--- config.mk ---
export PLATFORM = sky130hd
export DESIGN_NAME = lbdr_dr
export DESIGN_NICKNAME = d
export VERILOG_FILES = /design/src/rtl/lbdr_pkg.sv /design/src/rtl/lbdr_route_calc.sv /design/src/rtl/lbdr_dr.sv
export SDC_FILE = /design/constraint.sdc
export NUM_CORES = 1
export LEC_CHECK = 0
export ABC_AREA = 1
export CORE_MARGIN = 10
export CORE_UTILIZATION = 50
export DETAILED_ROUTE_END_ITERATION = 6
export DONT_BUFFER_PORTS = 1
export GPL_TIMING_DRIVEN = 1
export PLACE_DENSITY = 0.67
export SLEW_MARGIN = 20
export SYNTH_ARGS = -nofsm -noshare
export SYNTH_HDL_FRONTEND = slang
export SYNTH_SLANG_ARGS = --single-unit
--- constraint.sdc ---
create_clock -name clk -period 3.07 [get_ports clk]
set_input_delay 0.921 -clock clk [delete_from_list [all_inputs] [get_ports clk]]
set_output_delay 0.921 -clock clk [all_outputs]
set_load 0.005 [all_outputs]
--- src/rtl/lbdr_pkg.sv ---
// lbdr_pkg: shared definitions for the LBDR-with-deroute routing unit.
//   - flit-id encodings seen on in_id
//   - output port index enum (bit positions of the one-hot port request)
//   - routing FSM state enum
//   - configuration register reset values
package lbdr_pkg;

    // Flit types; bit 0 marks a header-class flit, bit 2 marks a tail-class flit.
    localparam logic [2:0] FLIT_PAYLOAD   = 3'b000;
    localparam logic [2:0] FLIT_HEADER    = 3'b001;
    localparam logic [2:0] FLIT_TAIL      = 3'b100;
    localparam logic [2:0] FLIT_HEAD_TAIL = 3'b101;

    // Bit index in the one-hot request {L,S,W,E,N}. The first four values
    // double as the 2-bit deroute port codes (00=N, 01=E, 10=W, 11=S).
    typedef enum logic [2:0] {
        PORT_N = 3'd0,
        PORT_E = 3'd1,
        PORT_W = 3'd2,
        PORT_S = 3'd3,
        PORT_L = 3'd4
    } port_e;

    typedef enum logic [0:0] {
        ST_IDLE  = 1'b0,
        ST_ROUTE = 1'b1
    } state_e;

    // Reset configuration: XY-style turn bits, all ports connected,
    // every deroute pointing north, router address 5.
    localparam logic [7:0] RXY_RST = 8'h3C;
    localparam logic [3:0] CX_RST  = 4'hF;
    localparam logic [7:0] DR_RST  = 8'h00;
    localparam int         CUR_RST = 5;

endpackage

--- src/rtl/lbdr_route_calc.sv ---
// lbdr_route_calc: combinational LBDR route computation with deroute fallback.
// Ports:
//   rxy         routing bits {Rsw,Rse,Rws,Rwn,Res,Ren,Rnw,Rne}
//   cx          connectivity bits {Cs,Cw,Ce,Cn}
//   dr          deroute codes, 2 bits each {S,W,E,N}
//   cur, dst    this router / destination address {y, x}
//   port_onehot one-hot request {L,S,W,E,N}; zero when unroutable
//   unroutable  no minimal port and the deroute port is disconnected
module lbdr_route_calc
    import lbdr_pkg::*;
#(
    parameter int XW = 2,
    parameter int YW = 2
) (
    input  logic [7:0]       rxy,
    input  logic [3:0]       cx,
    input  logic [7:0]       dr,
    input  logic [XW+YW-1:0] cur,
    input  logic [XW+YW-1:0] dst,
    output logic [4:0]       port_onehot,
    output logic             unroutable
);

    logic [XW-1:0] x_cur, x_dst;
    logic [YW-1:0] y_cur, y_dst;
    logic          n1, s1, e1, w1, local_hit;
    logic          m_n, m_e, m_w, m_s;
    logic [1:0]    dr_code;

    assign x_cur = cur[XW-1:0];
    assign y_cur = cur[XW+YW-1:XW];
    assign x_dst = dst[XW-1:0];
    assign y_dst = dst[XW+YW-1:XW];

    assign n1 = y_dst < y_cur;
    assign s1 = y_cur < y_dst;
    assign e1 = x_cur < x_dst;
    assign w1 = x_dst < x_cur;
    assign local_hit = ~(n1 | s1 | e1 | w1);

    assign m_n = ((n1 & ~e1 & ~w1) | (n1 & e1 & rxy[0]) | (n1 & w1 & rxy[1])) & cx[0];
    assign m_e = ((e1 & ~n1 & ~s1) | (e1 & n1 & rxy[2]) | (e1 & s1 & rxy[3])) & cx[1];
    assign m_w = ((w1 & ~n1 & ~s1) | (w1 & n1 & rxy[4]) | (w1 & s1 & rxy[5])) & cx[2];
    assign m_s = ((s1 & ~e1 & ~w1) | (s1 & e1 & rxy[6]) | (s1 & w1 & rxy[7])) & cx[3];

    // Deroute code of the primary direction, priority N, S, E, W.
    always_comb begin
        dr_code = dr[5:4];
        if (n1)      dr_code = dr[1:0];
        else if (s1) dr_code = dr[7:6];
        else if (e1) dr_code = dr[3:2];
    end

    // Two minimal ports can both be enabled by the turn bits; the same
    // N, S, E, W priority keeps the request one-hot.
    always_comb begin
        port_onehot = '0;
        unroutable  = 1'b0;
        if (local_hit)    port_onehot[PORT_L] = 1'b1;
        else if (m_n)     port_onehot[PORT_N] = 1'b1;
        else if (m_s)     port_onehot[PORT_S] = 1'b1;
        else if (m_e)     port_onehot[PORT_E] = 1'b1;
        else if (m_w)     port_onehot[PORT_W] = 1'b1;
        else if (cx[dr_code]) port_onehot[dr_code] = 1'b1;
        else              unroutable = 1'b1;
    end

endmodule

--- src/rtl/lbdr_dr.sv ---
// lbdr_dr: per-input-port LBDR routing unit with deroutes, packet-level
// route holding and a runtime configuration port.
// Ports:
//   clk, rst                   clock, synchronous active-high reset
//   cfg_we/rxy/cx/dr/addr      configuration write (deferred while a packet is routed)
//   in_valid, in_id, in_dst    flit at the input buffer head
//   in_ready                   flit consumed this cycle (combinational)
//   out_ready                  switch grant for the held port
//   port_req                   registered one-hot request {L,S,W,E,N}
//   route_err, stray           one-cycle drop indications
//   pkt_cnt                    completed packet counter (wraps)
module lbdr_dr
    import lbdr_pkg::*;
#(
    parameter int XW  = 2,
    parameter int YW  = 2,
    parameter int IDW = 3
) (
    input  logic             clk,
    input  logic             rst,
    input  logic             cfg_we,
    input  logic [7:0]       cfg_rxy,
    input  logic [3:0]       cfg_cx,
    input  logic [7:0]       cfg_dr,
    input  logic [XW+YW-1:0] cfg_addr,
    input  logic             in_valid,
    input  logic [IDW-1:0]   in_id,
    input  logic [XW+YW-1:0] in_dst,
    output logic             in_ready,
    input  logic             out_ready,
    output logic [4:0]       port_req,
    output logic             route_err,
    output logic             stray,
    output logic [15:0]      pkt_cnt
);

    localparam int AW = XW + YW;
    localparam logic [IDW-1:0] ID_HEADER    = IDW'(FLIT_HEADER);
    localparam logic [IDW-1:0] ID_TAIL      = IDW'(FLIT_TAIL);
    localparam logic [IDW-1:0] ID_HEAD_TAIL = IDW'(FLIT_HEAD_TAIL);

    state_e        state_q, state_d;
    logic          last_q, last_d;
    logic          hdr_seen_q, hdr_seen_d;
    logic [4:0]    port_req_q, port_req_d;
    logic          route_err_q, route_err_d;
    logic          stray_q, stray_d;
    logic [15:0]   pkt_cnt_q, pkt_cnt_d;
    logic [7:0]    rxy_q, rxy_d;
    logic [3:0]    cx_q, cx_d;
    logic [7:0]    dr_q, dr_d;
    logic [AW-1:0] cur_q, cur_d;
    logic          pend_q, pend_d;
    logic [7:0]    pend_rxy_q, pend_rxy_d;
    logic [3:0]    pend_cx_q, pend_cx_d;
    logic [7:0]    pend_dr_q, pend_dr_d;
    logic [AW-1:0] pend_addr_q, pend_addr_d;

    logic [4:0]    calc_port;
    logic          calc_unroutable;
    logic          is_hdr, done;

    lbdr_route_calc #(.XW(XW), .YW(YW)) u_calc (
        .rxy         (rxy_q),
        .cx          (cx_q),
        .dr          (dr_q),
        .cur         (cur_q),
        .dst         (in_dst),
        .port_onehot (calc_port),
        .unroutable  (calc_unroutable)
    );

    assign is_hdr = (in_id == ID_HEADER) || (in_id == ID_HEAD_TAIL);

    // In ROUTE only body flits move; a header waits for IDLE. While a
    // HEAD_TAIL is completing nothing more is taken from the buffer, since
    // that flit was already consumed in IDLE.
    always_comb begin
        if (state_q == ST_IDLE) in_ready = 1'b1;
        else                    in_ready = in_valid & out_ready & ~is_hdr & ~last_q;
    end

    always_comb begin
        state_d     = state_q;
        last_d      = last_q;
        hdr_seen_d  = hdr_seen_q;
        port_req_d  = port_req_q;
        route_err_d = 1'b0;
        stray_d     = 1'b0;
        pkt_cnt_d   = pkt_cnt_q;
        rxy_d       = rxy_q;
        cx_d        = cx_q;
        dr_d        = dr_q;
        cur_d       = cur_q;
        pend_d      = pend_q;
        pend_rxy_d  = pend_rxy_q;
        pend_cx_d   = pend_cx_q;
        pend_dr_d   = pend_dr_q;
        pend_addr_d = pend_addr_q;
        done        = 1'b0;

        case (state_q)
            ST_IDLE: begin
                hdr_seen_d = 1'b0;
                if (in_valid) begin
                    if (!is_hdr) begin
                        stray_d = 1'b1;
                    end else if (calc_unroutable) begin
                        route_err_d = 1'b1;
                    end else begin
                        port_req_d = calc_port;
                        state_d    = ST_ROUTE;
                        last_d     = (in_id == ID_HEAD_TAIL);
                    end
                end
                if (cfg_we) begin
                    rxy_d = cfg_rxy;
                    cx_d  = cfg_cx;
                    dr_d  = cfg_dr;
                    cur_d = cfg_addr;
                end
            end
            default: begin
                // Pulse stray only on the first cycle a stalled header is seen.
                stray_d    = in_valid & is_hdr & ~hdr_seen_q;
                hdr_seen_d = in_valid & is_hdr;
                done       = last_q ? out_ready : (in_ready && in_id == ID_TAIL);
                if (cfg_we) begin
                    pend_d      = 1'b1;
                    pend_rxy_d  = cfg_rxy;
                    pend_cx_d   = cfg_cx;
                    pend_dr_d   = cfg_dr;
                    pend_addr_d = cfg_addr;
                end
                // Deferred config lands on the same edge that re-enters IDLE,
                // so a header arriving right away already sees it.
                if (done) begin
                    state_d    = ST_IDLE;
                    last_d     = 1'b0;
                    port_req_d = '0;
                    pkt_cnt_d  = pkt_cnt_q + 16'd1;
                    pend_d     = 1'b0;
                    if (cfg_we) begin
                        rxy_d = cfg_rxy;
                        cx_d  = cfg_cx;
                        dr_d  = cfg_dr;
                        cur_d = cfg_addr;
                    end else if (pend_q) begin
                        rxy_d = pend_rxy_q;
                        cx_d  = pend_cx_q;
                        dr_d  = pend_dr_q;
                        cur_d = pend_addr_q;
                    end
                end
            end
        endcase
    end

    always_ff @(posedge clk) begin
        if (rst) begin
            state_q     <= ST_IDLE;
            last_q      <= 1'b0;
            hdr_seen_q  <= 1'b0;
            port_req_q  <= '0;
            route_err_q <= 1'b0;
            stray_q     <= 1'b0;
            pkt_cnt_q   <= '0;
            rxy_q       <= RXY_RST;
            cx_q        <= CX_RST;
            dr_q        <= DR_RST;
            cur_q       <= AW'(CUR_RST);
            pend_q      <= 1'b0;
        end else begin
            state_q     <= state_d;
            last_q      <= last_d;
            hdr_seen_q  <= hdr_seen_d;
            port_req_q  <= port_req_d;
            route_err_q <= route_err_d;
            stray_q     <= stray_d;
            pkt_cnt_q   <= pkt_cnt_d;
            rxy_q       <= rxy_d;
            cx_q        <= cx_d;
            dr_q        <= dr_d;
            cur_q       <= cur_d;
            pend_q      <= pend_d;
        end
    end

    // Pending values are only read when pend_q is set, so they need no reset.
    always_ff @(posedge clk) begin
        pend_rxy_q  <= pend_rxy_d;
        pend_cx_q   <= pend_cx_d;
        pend_dr_q   <= pend_dr_d;
        pend_addr_q <= pend_addr_d;
    end

    assign port_req  = port_req_q;
    assign route_err = route_err_q;
    assign stray     = stray_q;
    assign pkt_cnt   = pkt_cnt_q;

endmodule

# Yosys cells after proc, flatten, opt, wreduce, memory -nomap -nowiden
# Index checks and enable logic that the tools add are counted.
# Widths: inputs -> output; s select.
[op_classes]
magnitude_cmp = 7
mul = 0
n_bitwise = 49
div_mod_pow = 0
n_eq_ne = 6
n_shift = 0
n_reduce_logical = 14
n_addsub = 1
mux = 75
[ops]
columns = ["cell", "n"]
rows = [
  ["$mux 8", 10],
  ["$mux 4", 13],
  ["$mux 5", 10],
  ["$mux 1", 33],
  ["$and 1x1->1", 29],
  ["$add 16x1->16 const B", 1],
  ["$or 1x1->1", 11],
  ["$mux 2", 5],
  ["$not 1->1", 9],
  ["$lt 2x2->1", 4],
  ["$reduce_bool 2->1", 4],
  ["$eq 3x3->1 const B", 2],
  ["$mux 3", 2],
  ["$reduce_and 2->1", 3],
  ["$lt 2x4->1 const B", 1],
  ["$reduce_and 4->1", 1],
  ["$reduce_or 4->1", 1],
  ["$eq 3x1->1 const B", 1],
  ["$lt 2x3->1 const B", 1],
  ["$ne 3x3->1 const B", 1],
  ["$reduce_and 3->1", 1],
  ["$bmux 1 s2", 1],
  ["$demux 1 s2", 1],
  ["$ge 2x1->1 const B", 1],
  ["5 further kinds", 6],
]
[word_totals]
rom_bits = 0
input_bits = 36
word_cells = 168
register_bits = 75
ram_bits = 0
latchBits = 0
mem_count = 0
output_inout_bits = 24

# Logic depth before layout (Yosys ltp)
[depth]
word_depth = 23
depth_mapped = 19
mapped_depth_nobuf = 19

# Modules after synthesis
# From an unflattened synthesis, not the netlist that was laid out.
[hier_totals]
cells_unflattened = 523
hier_area_um2 = 4061.4
[modules_own_cells]
columns = ["mod", "cells_each", "area_per_inst_um2", "instances"]
rows = [
  ["lbdr_dr", 423, 3527.1, 1],
  ["lbdr_route_calc", 100, 534.3, 1],
]

# Worst setup path after synthesis
# Ideal clock, no wire load.
[synth_path]
path_kind = "in2reg"
from = "input port in_dst[3]"
to = "register last_q"
path_stages = 16
required_ps = 2956
arrival_time_ps = 2393
n_path_buf = 0
path_slack_ps = 563
setup_time_ps = 114
cell_sequence = "inv_1 > ha_1 > a21oi_1 > nand2_1 > nand2_1 > inv_1 > nand2_1 > inv_1 > nand2_2 > nand2_2 > nand2_4 > nand2_4 > nand2_4 > nand2_1 > nand2_1 > nor2_2"
[synth_via]
elab_chain_cells = 14
elab_cells_between_ends = 51
cone_classes = "2 x order compare; 1 x eq/ne; 10 x mux; 37 x bitwise; 1 x reduce/logical"
[synth_rtl]
columns = ["element", "line_no", "rtl"]
rows = [
  ["from (decl)", "lbdr_dr.sv:28", "input logic [XW+YW-1:0] in_dst,"],
  ["branches (longest 11 deep; another with $lt 2x2->1)", "-", ""],
  ["$mux 1 (*)", "lbdr_route_calc.sv:59", "if (local_hit) port_onehot[PORT_L] = 1'b1;"],
  ["$ne 2x2->1 (no line) (*)", "-", ""],
  ["$reduce_and 4->1 (no line) (*)", "-", ""],
  ["to (signal assigned)", "lbdr_dr.sv:175", "last_q <= last_d;"],
  ["to (decl)", "lbdr_dr.sv:43", "logic last_q, last_d;"],
]
# Every way passes the cells marked *. The select of a mux whose other input is x is not followed.
# A chain may end at the register's enable or synchronous reset.

# Worst setup path after layout
[layout_path]
from = "input port in_dst[3]"
to = "register port_req_q[2], in the netlist port_req[2]"
[layout_via]
elab_chain_cells = 22
elab_cells_between_ends = 71
cone_classes = "4 x order compare; 1 x eq/ne; 27 x mux; 37 x bitwise; 2 x reduce/logical"
[layout_rtl]
columns = ["element", "line_no", "rtl"]
rows = [
  ["$lt 2x2->1", "lbdr_route_calc.sv:36", "assign s1 = y_cur < y_dst;"],
  ["$mux 2", "lbdr_route_calc.sv:50", "else if (s1) dr_code = dr[7:6];"],
  ["$mux 2", "lbdr_route_calc.sv:49", "if (n1) dr_code = dr[1:0];"],
  ["$lt 2x4->1 (implied by the code) / $ge 2x1->1 (equally long branches)", "lbdr_route_calc.sv:64", "else if (cx[dr_code]) port_onehot[dr_code] = 1'b1;"],
  ["$logic_and 1x1->1 (implied by the code)", "lbdr_route_calc.sv:64", ""],
  ["$mux 1 (implied by the code)", "lbdr_route_calc.sv:64", ""],
  ["$demux 1 s2", "-", ""],
  ["$mux 4", "lbdr_route_calc.sv:64", ""],
  ["[6 not listed]", "-", ""],
  ["$mux 3", "lbdr_route_calc.sv:62", "else if (m_e) port_onehot[PORT_E] = 1'b1;"],
  ["$mux 3", "lbdr_route_calc.sv:61", "else if (m_s) port_onehot[PORT_S] = 1'b1;"],
  ["$mux 4", "lbdr_route_calc.sv:60", "else if (m_n) port_onehot[PORT_N] = 1'b1;"],
  ["$mux 4", "lbdr_route_calc.sv:59", ""],
  ["$mux 5", "lbdr_dr.sv:108", "end else if (calc_unroutable) begin"],
  ["$mux 5", "lbdr_dr.sv:106", "if (!is_hdr) begin"],
  ["$mux 5", "lbdr_dr.sv:105", "if (in_valid) begin"],
  ["$mux 5", "lbdr_dr.sv:102", "case (state_q)"],
  ["to (signal assigned)", "lbdr_dr.sv:177", "port_req_q <= port_req_d;"],
  ["to (decl)", "lbdr_dr.sv:45", "logic [4:0] port_req_q, port_req_d;"],
]
# Parallel ways exist; a longest one is shown, timed or not. The select of a mux whose other input is x is not followed.

==> out/qor.json <==
{
  "result_of_the_run": "finished, final reports clean",
  "layout.cell_area.non_filler_um2": 4000,
  "synth_seq_cells": 75,
  "synthDominantCellAreaShare": 0.273,
  "synthMuxAreaShare": 0.0722,
  "ios": 60,
  "synth_area_um2": 3740,
  "cts_sinks": 75,
  "cts_tree": "built",
  "clk_pin_slew_worst_paths_ns": 0.08,
  "fp.coreArea_um2": 7250,
  "final_hold_viol_count": 0,
  "fin_crit_sh": 0.771,
  "floorplan.die.height_um": 107,
  "timing.max_slew.rel_slack": 0.614,
  "regToRegEndpoint": "port_req[2]$_SDFFE_PP0P_",
  "clock_tree.buffer_depth": 2,
  "kind_of_end_point_of_the_critical_path": "flip-flop",
  "grt_setup_unrepaired": "no",
  "cts-htree-levels": 3,
  "worst_hold_startpoint": "rxy_q[6]$_SDFFE_PP0P_",
  "xor_xnor_cell_area_share_of_the_yosys_netlist": 0.0211,
  "worstMarginPinSlew_ns": 0.578,
  "achievable-frequency_ghz": 0.422,
  "skew_ns": 0.0143,
  "final-max-slew-violation-count": 0,
  "worst_r2r_path_depth": 15,
  "ys_top_cells_by_area": "sky130_fd_sc_hd__dfxtp_1 (27%), sky130_fd_sc_hd__edfxtp_1 (19%), sky130_fd_sc_hd__nand2_1 (9.7%)",
  "drt_wl_total_um": 7860,
  "holdCritPathClass": "flip-flop to flip-flop",
  "num-nets-final": 491,
  "place_area_um2": 3830,
  "detailedPlacementHpwl_um": 5810,
  "routedWlPerCell_um": 14.2,
  "grt_util_all_layers": 0.144,
  "antenna_found_initial": 0,
  "maxCapViolCount": 0,
  "synth_adder_area_share": 0.0167,
  "critPathKind": "input pin to flip-flop",
  "hold-path-endpoint": "rxy_q[6]$_SDFFE_PP0P_",
  "detail_route.drc_violations": 0,
  "placementRows": 31,
  "postSynthAreaPerCell_um2": 8.36,
  "yosys_warnings": 0,
  "power_per_cell_area_nw_per_um2": 519,
  "die_w_um": 107,
  "slack_of_the_worst_reg_to_reg_path_ns": 0.98,
  "crit_path_max_fanout": 8,
  "drt_iter0_drc": 105,
  "area_growth_syn_to_layout_pct": 6.89,
  "grt_start_max_net_pins": 28,
  "cts.root.buffer_cell": "sky130_fd_sc_hd__clkbuf_8",
  "hold-path-cell-count": 2,
  "viasPerCell": 5.12,
  "synth_seq_area_share": 0.465,
  "cts_resized": 0,
  "drive_gt1_frac": 0.160,
  "dominant_cell_type_by_count_on_the_critical_path": "sky130_fd_sc_hd__nand2_1",
  "timing.final.crit_period_ns": 2.37,
  "vias": 2835,
  "max-vdd-ir-drop_mv": 0.342,
  "fraction_of_the_mapped_netlist_area_in_compound_gates": 0.0846,
  "setup_viol": 0,
  "grt_remaining_overflow": 0,
  "cts-buffers-inserted": 9,
  "slowest_delay_ns": 0.33,
  "finalWeightedCongestion": 0.873,
  "post_cts.repair.setup_buffers": 0,
  "hold_slack_ns": 0.455,
  "grt_first_pass_wirelength_um": 13400,
  "grt_pass1_vias": 2770,
  "drt_first_pass_iters": 5,
  "rr_startpoint": "cur_q[3]$_SDFFE_PP0P_",
  "timing.critical_path.cells": "inv_1 -> ha_1 -> a21oi_1 -> nand2_1 -> nand2_1 -> inv_1 -> nand2_1 -> inv_1 -> nand2_2 -> nand2_2 -> nand2_4 -> nand2_4 -> nand2_4 -> nand2_1 -> nand2_1 -> nor2_2",
  "detail-route-antenna-nets": 0,
  "arrival_ns": 2.62,
  "synth_simple_gate_area_frac": 0.270,
  "clock_latency_ns": 0.36,
  "mappedNetlistNets": 489,
  "layout.core_utilization": 0.552,
  "io_buffers": 0,
  "worst_path_max_delay_cell": "sky130_fd_sc_hd__ha_1",
  "setup-tns-final_ns": 0,
  "worst_setup_start_kind": "input pin",
  "leakage_nw": 1.60,
  "main_combinational_cell_family_by_area_after_synthesis": "simple AND/OR/NAND/NOR gates",
  "synth.lib_cells_used.distinct": 38,
  "synth.largest_area_cell": "sky130_fd_sc_hd__dfxtp_1",
  "critPathRequiredTime_ns": 3.32,
  "floorplan.die_area_um2": 11300,
  "num_antenna_cells": 0,
  "cts_hold_buffers": 0,
  "synth_cells": 448,
  "floorplan.initialDensity": 0.516
}
[cells in the final DEF, fill, tap and decap left out, types with 2 or more instances in the layout]
cell | synthesis | layout
sky130_fd_sc_hd__clkbuf_8 | 0 | 9
sky130_fd_sc_hd__buf_4 | 2 | 5
sky130_fd_sc_hd__ha_1 | 5 | 5
sky130_fd_sc_hd__o21ai_0 | 21 | 21
sky130_fd_sc_hd__nor2_1 | 49 | 49
sky130_fd_sc_hd__nor3_1 | 7 | 7
sky130_fd_sc_hd__inv_1 | 48 | 48
sky130_fd_sc_hd__nor3b_1 | 4 | 4
sky130_fd_sc_hd__a21oi_1 | 23 | 23
sky130_fd_sc_hd__nand2_4 | 6 | 6
sky130_fd_sc_hd__nor4_1 | 3 | 3
sky130_fd_sc_hd__o211ai_1 | 7 | 7
sky130_fd_sc_hd__edfxtp_1 | 24 | 24
sky130_fd_sc_hd__clkinv_4 | 0 | 2
sky130_fd_sc_hd__nor2_2 | 5 | 5
sky130_fd_sc_hd__nand4_1 | 3 | 3
sky130_fd_sc_hd__mux2_2 | 24 | 24
sky130_fd_sc_hd__xor2_1 | 5 | 5
sky130_fd_sc_hd__nand3_1 | 24 | 24
sky130_fd_sc_hd__nand2_1 | 97 | 97
sky130_fd_sc_hd__nand2_2 | 8 | 8
sky130_fd_sc_hd__dfxtp_1 | 51 | 51
sky130_fd_sc_hd__xnor2_1 | 4 | 4
sky130_fd_sc_hd__clkinvlp_4 | 0 | 2
sky130_fd_sc_hd__nand3b_1 | 3 | 3
sky130_fd_sc_hd__inv_2 | 2 | 2
sky130_fd_sc_hd__clkinv_2 | 0 | 2
[cell families after synthesis]
logic type	Yosys count
AO/OA/AOI/OAI	55
XOR/XNOR	9
adder cells (fa/ha/maj)	5
buffers and inverters	64
flip-flops	75
multiplexers	24
AND/OR/NAND/NOR	216
[worst max-delay path, delay by kind of cell]
kind	cells	cell delay, ns
AND/OR/NAND/NOR	11	0.91
adder cells (fa/ha/maj)	1	0.33
AO/OA/AOI/OAI	1	0.30
buffers and inverters	3	0.16
[metal layers]
metal	vias to the layer above	wire, um	GRT usage
met4	0	127	0.0658
met5	-	0	0
met1	1291	3620	0.174
li1	1469	-	-
met3	10	559	0.0501
met2	65	3560	0.225
[metrics by stage]
step / instances / worst slack (ns) / total power [mW]
2_1_floorplan: 448 / 0.563 / 1.37
3_3_place_gp: 538 / 0.445 / 1.42
3_5_place_dp: 538 / 0.346 / 1.43
4_1_cts: 554 / 0.721 / 2.09
5_1_grt: 554 / 0.578 / 2.19
6_report: 554 / 0.703 / 2.08
[Yosys cell counts]
master / number
sky130_fd_sc_hd__clkbuf_1: 5
sky130_fd_sc_hd__xnor2_1: 4
sky130_fd_sc_hd__nand3_1: 24
sky130_fd_sc_hd__nor3_1: 7
sky130_fd_sc_hd__nor3b_1: 4
sky130_fd_sc_hd__o211ai_1: 7
sky130_fd_sc_hd__nand2_2: 8
sky130_fd_sc_hd__inv_2: 2
sky130_fd_sc_hd__edfxtp_1: 24
sky130_fd_sc_hd__or2_1: 1
sky130_fd_sc_hd__nand4_2: 1
sky130_fd_sc_hd__xor2_1: 5
sky130_fd_sc_hd__o21ai_2: 1
sky130_fd_sc_hd__nand3_2: 1
sky130_fd_sc_hd__nand4_1: 3
sky130_fd_sc_hd__a21oi_4: 1
sky130_fd_sc_hd__buf_2: 5
sky130_fd_sc_hd__nand3b_1: 3
sky130_fd_sc_hd__o211ai_2: 1
sky130_fd_sc_hd__buf_4: 2
sky130_fd_sc_hd__or2_2: 1
sky130_fd_sc_hd__nand2_4: 6
sky130_fd_sc_hd__buf_1: 1
sky130_fd_sc_hd__or2_0: 1
sky130_fd_sc_hd__buf_6: 1
sky130_fd_sc_hd__nand3_4: 1
sky130_fd_sc_hd__mux2_2: 24
sky130_fd_sc_hd__nor4_1: 3
sky130_fd_sc_hd__nand2_1: 97
sky130_fd_sc_hd__nor2_2: 5
sky130_fd_sc_hd__a21oi_1: 23
sky130_fd_sc_hd__o21ai_0: 21
sky130_fd_sc_hd__inv_1: 48
sky130_fd_sc_hd__dfxtp_1: 51
sky130_fd_sc_hd__nor2_1: 49
sky130_fd_sc_hd__a31oi_1: 1
sky130_fd_sc_hd__nor2_4: 1
sky130_fd_sc_hd__ha_1: 5
[layout make-up]
class | count | area [um^2]
flip-flops and latches | 75 | 1740
repair buffers | 5 | 37.5
clock buffers | 10 | 128
fillers | 694 | 3250
multi-input cells | 309 | 1740
inverters | 50 | 188
well taps | 99 | 124
clock inverters | 6 | 42.5
[sequential cells by signal, summed over array words and instances, names as in the netlist, 4 cells and up]
register and cells:
pend_dr_q 8, pend_addr_q 4, port_req 5, cur_q 4
dr_q 8, pkt_cnt 16, cx_q 4, rxy_q 8
pend_rxy_q 8, pend_cx_q 4
[report_power, final]
part,leakage (nW),switching [mW],internal [mW]
Combinational,0.887,0.200,0.115
Sequential,0.635,0.0235,1.07
Clock,0.0822,0.378,0.293
Total,1.60,0.601,1.47
[worst max path at each step]
| stage | start | to | depth (start not counted) |
|---|---|---|---|
| global placement | in_dst[3] | port_req[2]$_SDFFE_PP0P_ | 16 |
| floorplan | in_dst[3] | last_q$_SDFFE_PP0P_ | 16 |
| global route | in_dst[3] | port_req[2]$_SDFFE_PP0P_ | 15 |
| finish | in_dst[3] | port_req[2]$_SDFFE_PP0P_ | 16 |
| CTS | in_dst[3] | port_req[2]$_SDFFE_PP0P_ | 16 |
| detailed placement | in_dst[3] | port_req[2]$_SDFFE_PP0P_ | 16 |
Power figures use the tool's default switching activity.
